**src/rtl/pixel_pkg.sv**
```systemverilog
// Shared types for the pixel write path.
//   wr_state_t : frame writer FSM states
//   DIR_FWD/REV: row scan direction (0 = left-to-right, 1 = right-to-left)
package pixel_pkg;

  typedef enum logic [1:0] {
    IDLE   = 2'd0,
    ACCEPT = 2'd1,
    WRITE  = 2'd2,
    DONE   = 2'd3
  } wr_state_t;

  localparam logic DIR_FWD = 1'b0;
  localparam logic DIR_REV = 1'b1;

endpackage

```
**src/rtl/serp_pos_tracker.sv**
```systemverilog
// Serpentine position tracker for the frame writer.
// Holds the current (x, y), scan direction and the raster base address of the
// current row, and exposes the linear address of the current pixel.
// Ports:
//   clk, n_rst      : clock, asynchronous active-low reset
//   clear_i         : return to (0,0), forward direction, row base 0
//   advance_i       : step to the next pixel in serpentine order
//   max_x_i/max_y_i : frame dimensions (already latched by the caller)
//   x_o, y_o, dir_o : current position and direction
//   row_end_o       : current pixel is the last one of its row
//   last_o          : current pixel is the last one of the frame
//   addr_o          : row_base + x, the raster address of the current pixel
module serp_pos_tracker
  import pixel_pkg::*;
#(
  parameter int SIZE   = 4,
  parameter int ADDR_W = 2 * SIZE
) (
  input  logic              clk,
  input  logic              n_rst,
  input  logic              clear_i,
  input  logic              advance_i,
  input  logic [SIZE-1:0]   max_x_i,
  input  logic [SIZE-1:0]   max_y_i,
  output logic [SIZE-1:0]   x_o,
  output logic [SIZE-1:0]   y_o,
  output logic              dir_o,
  output logic              row_end_o,
  output logic              last_o,
  output logic [ADDR_W-1:0] addr_o
);

  localparam logic [SIZE-1:0] ONE = SIZE'(1);

  logic [SIZE-1:0]   x_q, x_d;
  logic [SIZE-1:0]   y_q, y_d;
  logic              dir_q, dir_d;
  logic [ADDR_W-1:0] row_base_q, row_base_d;

  // A row ends at the far edge for the current direction; with max_x == 1
  // both conditions hold at x == 0, so every pixel is a row end.
  assign row_end_o = (dir_q == DIR_FWD) ? (x_q == (max_x_i - ONE)) : (x_q == '0);
  assign last_o    = row_end_o && (y_q == (max_y_i - ONE));
  // Row base accumulates max_x per row, so no multiplier is needed.
  assign addr_o    = row_base_q + ADDR_W'(x_q);

  assign x_o   = x_q;
  assign y_o   = y_q;
  assign dir_o = dir_q;

  always_comb begin
    x_d        = x_q;
    y_d        = y_q;
    dir_d      = dir_q;
    row_base_d = row_base_q;
    if (clear_i) begin
      x_d        = '0;
      y_d        = '0;
      dir_d      = DIR_FWD;
      row_base_d = '0;
    end else if (advance_i) begin
      if (row_end_o) begin
        // x stays on the edge pixel; the next row starts there going back.
        y_d        = y_q + ONE;
        dir_d      = ~dir_q;
        row_base_d = row_base_q + ADDR_W'(max_x_i);
      end else if (dir_q == DIR_FWD) begin
        x_d = x_q + ONE;
      end else begin
        x_d = x_q - ONE;
      end
    end
  end

  always_ff @(posedge clk or negedge n_rst) begin
    if (!n_rst) begin
      x_q        <= '0;
      y_q        <= '0;
      dir_q      <= DIR_FWD;
      row_base_q <= '0;
    end else begin
      x_q        <= x_d;
      y_q        <= y_d;
      dir_q      <= dir_d;
      row_base_q <= row_base_d;
    end
  end

endmodule

```
**src/rtl/serp_frame_writer.sv**
```systemverilog
// Serpentine frame writer: accepts a pixel stream in boustrophedon order over
// valid/ready and writes each pixel to its raster address y*max_x + x through
// a req/ack write port held until acknowledged.
// Ports:
//   clk, n_rst           : clock, asynchronous active-low reset
//   start, abort         : begin frame (samples max_x/max_y), cancel frame
//   max_x, max_y         : frame dimensions
//   pix_valid/pix_data/pix_ready : input pixel stream
//   mem_wr_req/mem_addr/mem_wdata/mem_ack : frame-buffer write port
//   busy, frame_done     : frame in progress, one-cycle end-of-frame pulse
//   curr_x, curr_y, dir  : position/direction of the next pixel to accept
module serp_frame_writer
  import pixel_pkg::*;
#(
  parameter int SIZE   = 4,
  parameter int DATA_W = 8,
  parameter int ADDR_W = 2 * SIZE
) (
  input  logic              clk,
  input  logic              n_rst,
  input  logic              start,
  input  logic              abort,
  input  logic [SIZE-1:0]   max_x,
  input  logic [SIZE-1:0]   max_y,
  input  logic              pix_valid,
  input  logic [DATA_W-1:0] pix_data,
  output logic              pix_ready,
  output logic              mem_wr_req,
  output logic [ADDR_W-1:0] mem_addr,
  output logic [DATA_W-1:0] mem_wdata,
  input  logic              mem_ack,
  output logic              busy,
  output logic              frame_done,
  output logic [SIZE-1:0]   curr_x,
  output logic [SIZE-1:0]   curr_y,
  output logic              dir
);

  wr_state_t         state_q;
  logic [SIZE-1:0]   max_x_q, max_y_q;
  logic              pix_ready_q, mem_wr_req_q, busy_q, frame_done_q;
  logic [ADDR_W-1:0] mem_addr_q;
  logic [DATA_W-1:0] mem_wdata_q;

  logic              abort_act;
  logic              start_act;
  logic              pos_clear, pos_advance;
  logic              pos_row_end, pos_last;
  logic [ADDR_W-1:0] pos_addr;

  // abort only acts on a running frame and outranks both start and mem_ack.
  assign abort_act   = abort && (state_q != IDLE);
  assign start_act   = start && !abort && (state_q == IDLE);
  assign pos_clear   = start_act || abort_act;
  assign pos_advance = (state_q == WRITE) && mem_ack && !abort;

  serp_pos_tracker #(
    .SIZE   (SIZE),
    .ADDR_W (ADDR_W)
  ) u_pos (
    .clk       (clk),
    .n_rst     (n_rst),
    .clear_i   (pos_clear),
    .advance_i (pos_advance),
    .max_x_i   (max_x_q),
    .max_y_i   (max_y_q),
    .x_o       (curr_x),
    .y_o       (curr_y),
    .dir_o     (dir),
    .row_end_o (pos_row_end),
    .last_o    (pos_last),
    .addr_o    (pos_addr)
  );

  always_ff @(posedge clk or negedge n_rst) begin
    if (!n_rst) begin
      state_q      <= IDLE;
      max_x_q      <= '0;
      max_y_q      <= '0;
      pix_ready_q  <= 1'b0;
      mem_wr_req_q <= 1'b0;
      busy_q       <= 1'b0;
      frame_done_q <= 1'b0;
      mem_addr_q   <= '0;
      mem_wdata_q  <= '0;
    end else begin
      frame_done_q <= 1'b0;
      if (abort_act) begin
        state_q      <= IDLE;
        pix_ready_q  <= 1'b0;
        mem_wr_req_q <= 1'b0;
        busy_q       <= 1'b0;
      end else begin
        case (state_q)
          IDLE: begin
            if (start_act) begin
              max_x_q <= max_x;
              max_y_q <= max_y;
              if ((max_x == '0) || (max_y == '0)) begin
                // Empty frame: report completion without touching memory.
                state_q      <= DONE;
                frame_done_q <= 1'b1;
              end else begin
                state_q     <= ACCEPT;
                pix_ready_q <= 1'b1;
                busy_q      <= 1'b1;
              end
            end
          end
          ACCEPT: begin
            if (pix_valid) begin
              mem_wdata_q  <= pix_data;
              mem_addr_q   <= pos_addr;
              state_q      <= WRITE;
              pix_ready_q  <= 1'b0;
              mem_wr_req_q <= 1'b1;
            end
          end
          WRITE: begin
            if (mem_ack) begin
              mem_wr_req_q <= 1'b0;
              if (pos_last) begin
                state_q      <= DONE;
                busy_q       <= 1'b0;
                frame_done_q <= 1'b1;
              end else begin
                state_q     <= ACCEPT;
                pix_ready_q <= 1'b1;
              end
            end
          end
          DONE: begin
            state_q <= IDLE;
          end
          default: begin
            state_q <= IDLE;
          end
        endcase
      end
    end
  end

  // The row-end flag is consumed inside the tracker; kept here for debug taps.
  logic unused_row_end;
  assign unused_row_end = pos_row_end;

  assign pix_ready  = pix_ready_q;
  assign mem_wr_req = mem_wr_req_q;
  assign mem_addr   = mem_addr_q;
  assign mem_wdata  = mem_wdata_q;
  assign busy       = busy_q;
  assign frame_done = frame_done_q;

endmodule

```
**config.mk**
```make
export PLATFORM = sky130hd
export DESIGN_NAME = serp_frame_writer
export DESIGN_NICKNAME = d
export VERILOG_FILES = /design/src/rtl/pixel_pkg.sv /design/src/rtl/serp_pos_tracker.sv /design/src/rtl/serp_frame_writer.sv
export SDC_FILE = /design/constraint.sdc
export NUM_CORES = 1
export LEC_CHECK = 0
export CORE_ASPECT_RATIO = 1.25
export CORE_MARGIN = 2
export CORE_UTILIZATION = 40
export DETAILED_ROUTE_END_ITERATION = 10
export GPL_TIMING_DRIVEN = 0
export PLACE_DENSITY_LB_ADDON = 0.05
export SYNTH_ARGS = -nofsm -noshare
export SYNTH_HDL_FRONTEND = slang
export SYNTH_SLANG_ARGS = --single-unit
```
**constraint.sdc**
```tcl
create_clock -name clk -period 3.1 [get_ports clk]
set_clock_uncertainty 0.15 [all_clocks]
set_input_delay 0.62 -clock clk [delete_from_list [all_inputs] [get_ports clk]]
set_output_delay 0.62 -clock clk [all_outputs]
set_load 0.05 [all_outputs]
```
==> flow_summary_export.csv <==
group,metric,value,unit
placement,hpwl,4817,um
die,io_pins,51,
worst_setup_path,r2r_slack,0.55,ns
synth,synth_cell_types,44,
worst_setup_path,rr_startpoint,"state_q[0]$_DFFE_PN0P_",
timing,maxSlewHeadroom,0.6150,
worst_setup_path,path_max_fanout,8,
drt,highest_layer,"met4",
worst_setup_path,critPathSlowestCell,"clkdlybuf4s50_1",
clocking,postCtsHoldBufs,0,
power_and_ir_drop,finalPower,2.798,mW
drt,wl_met3,217,um
global_route,antenna_found_initial,0,
clocking,h-tree-depth,2,
layout,final_net_count,387,
worst_setup_path,critical_path_buf_inv_count,1,
worst_setup_path,required,3.15,ns
timing,finalHoldViolations,0,
synth,ys_seq_elements,47,
synth,synth_area_leader_cell,"dfrtp_1",
global_route,grt_pass1_vias,2294,
power_and_ir_drop,leakage,1.529,nW
worst_setup_path,cp-end-kind,"flop",
die,die_y,96.79,um
timing,rsz0062_at_grt,"no",
drt,vias_per_cell,5.258,
drt,met1_length,2997,um
worst_setup_path,cp_top_family,"compound AO/OA/AOI/OAI gates",
synth,synth-async-reset-ratio,1.000,
layout,diodes,0,
synth,synth_fp_nets,329,
layout,layout_commonest_cell,"clkdlybuf4s50_1",
global_route,overflow,0,
synth,syn_area,2755,um2
worst_setup_path,arrival,2.65,ns
layout,final_cell_mix,"clkdlybuf4s50_1 (49), dfrtp_1 (47), nand2_1 (41)",
die,die_area,7572,um2
die,design.core.area,6606,um2
timing,fmax,383.7,MHz
timing,fin_setup_tns,0,ns
layout,final_area,3468,um2
worst_setup_path,critPathMaxStageDelay,0.52,ns
synth,synth_top_flop_cell,"dfrtp_1",
placement,portBuffers,50,
power_and_ir_drop,peakVddDrop,503.6,uV
die,rows,33,
drt,drcViolationCount,0,
timing,worst_slew_pin_slew,0.5723,ns
clocking,cts.sink_count,47,
clocking,root_buffer,"clkbuf_8",
synth,netlist_top_cells_area,"dfrtp_1 (43%), ha_1 (7.3%), nand2_1 (5.6%)",
outcome,status,"finished, final reports clean",
clocking,cts.repair.resized,0,
timing,final_max_slew_viol_count,0,
layout,final_layout_size_suffix_gt1_frac,0.06628,
worst_hold_path,min_path_type,"input pin to asynchronous set/reset pin",
drt,drt-pass1-iter-count,4,
drt,routed_wl,6420,um
timing,fin_crit,2.606,ns
placement,place_congestion,0.8676,
clocking,clk_latency,0.31,ns
timing,fin_crit_sh,0.8407,
run,maxCapViolations,0,
drt,post_drt_wl_per_cell,14.79,um
drt,wl_met2,3098,um
worst_setup_path,worst_setup_path_start_kind,"input pin",
clocking,cts_tree,"yes",
synth,yosysWarnings,0,
drt,dr.first_iter.drc_count,87,
worst_setup_path,setup.worst_path.class,"input pin to flop",
die,start_util,0.4170,
die,die_w,78.23,um
clocking,cts_setup_buffers,0,
placement,dpl_cell_area,3379,um2
synth,synth_top_area_frac,0.4269,
worst_setup_path,reg2reg_to,"u_pos.row_base_q[7]$_DFFE_PN0P_",
placement,dp_cells,426,
layout,stdcell_count,434,
synth,seq_area_frac_synth,0.4269,
clocking,cts.path.max_buffers,2,
synth,avgSynthCellArea,9.566,um2
timing,hold_ws,0.03058,ns
power_and_ir_drop,power_density,806.6,nW/um2
layout,area_growth,25.89,%
layout,fillers,636,
clocking,numCtsBuffers,5,
drt,via_count,2282,
worst_setup_path,reg2reg_depth,8,
global_route,grt_max_degree,38,
synth,syn_inst,288,
global_route,grt_usage,0.1822,
worst_setup_path,cp_cell_sequence,"clkdlybuf4s50_1 > nand2b_1 > o31ai_1 > o311ai_0 > a31oi_1 > mux2_2",
timing,setup_viol,0,
global_route,grt_pass1_wl,11160,um
clocking,path_clk_slew,0.09,ns
synth,synth-edff-count,0,
drt,antenna_left,0,
## routing by layer
layer  track usage  up-vias
met4       0.05668        0
met1        0.2393     1073
li1              -     1145
met2        0.3057       55
met3       0.03078        9
met5             0        -
## registers in the layout, indices dropped and copies added, names as in the netlist
name / flops
frame_done: 1
pix_ready: 1
mem_wr_req: 1
u_pos.dir_o: 1
state_q: 2
busy: 1
max_y_q: 4
mem_wdata: 8
max_x_q: 4
u_pos.x_o: 4
u_pos.y_o: 4
u_pos.row_base_q: 8
mem_addr: 8
## synth_stat cells, drive strengths merged (4+ instances only)
master / number
a21o: 6
a21oi: 21
clkbuf: 8
dfrtp: 47
ha: 16
inv: 16
mux2: 9
nand2: 41
nand2b: 6
nand3: 9
nand4: 5
nor2: 11
nor2b: 4
nor3: 4
o21ai: 15
o31ai: 7
or4: 7
xnor2: 10
xor2: 8
## metrics by stage
step                setup slack [ns]  utilization
floorplan                     0.8931            -
CTS                           0.5233       0.5250
global placement             -0.2277       0.5093
detailed placement            0.2008       0.5116
global route                  0.2799       0.5250
finish                        0.4939       0.5250
## layout make-up
| cell class | instances | area, um2 | share of cell area |
|---|---|---|---|
| multi-input cells | 214 | 1465 | 0.4224 |
| flip-flops and latches | 47 | 1176 | 0.3391 |
| repair buffers | 51 | 515.5 | 0.1486 |
| well taps | 87 | 108.9 | 0.03139 |
| clock buffers | 5 | 68.82 | 0.01984 |
| inverters | 16 | 60.06 | 0.01732 |
| plain buffers | 11 | 53.80 | 0.01551 |
| clock inverters | 3 | 20.02 | 0.005772 |
## worst reg2reg max path, delay by kind of cell, from the launching register on
kind	cells	cell delay [ns]
AOI/OAI and AO/OA	2	0.44
adders and majority gates	1	0.23
buffers and inverters	2	0.50
DFF	1	0.45
and+or+nand+nor	3	0.66
## worst max-delay path by stage
stage / from / endpoint / slack, ns / cells after the start
6_report: abort / pix_ready$_DFFE_PN0P_ / 0.49 / 6
5_1_grt: abort / u_pos.row_base_q[7]$_DFFE_PN0P_ / 0.28 / 7
4_1_cts: abort / pix_ready$_DFFE_PN0P_ / 0.52 / 6
3_5_place_dp: abort / pix_ready$_DFFE_PN0P_ / 0.20 / 6
3_3_place_gp: n_rst / state_q[1]$_DFFE_PN0P_ / -0.23 / 1
2_1_floorplan: u_pos.x_o[0]$_DFFE_PN0P_ / mem_addr[6]$_DFFE_PN0P_ / 0.89 / 8
## where the power goes
group          internal (mW)  total, mW  leakage (nW)  switching (mW)
Combinational          0.577       1.50         0.873           0.923
Sequential             0.776      0.918         0.615           0.141
Clock                  0.157      0.380        0.0402           0.223
## logic make-up (layout without fill, tap and decap cells)
kind of cell               Yosys count  count (layout)  share of synthesized area
AOI/OAI and AO/OA                   66              66                     0.1503
xor gates and xnor gates            19              19                    0.06539
adders and majority gates           19              19                    0.09446
buffers and inverters               27              86                    0.04133
DFF                                 47              47                     0.4269
muxes                               12              12                    0.04769
and+or+nand+nor                     98              98                     0.1739
No activity file was read; power rests on OpenSTA's default activity.
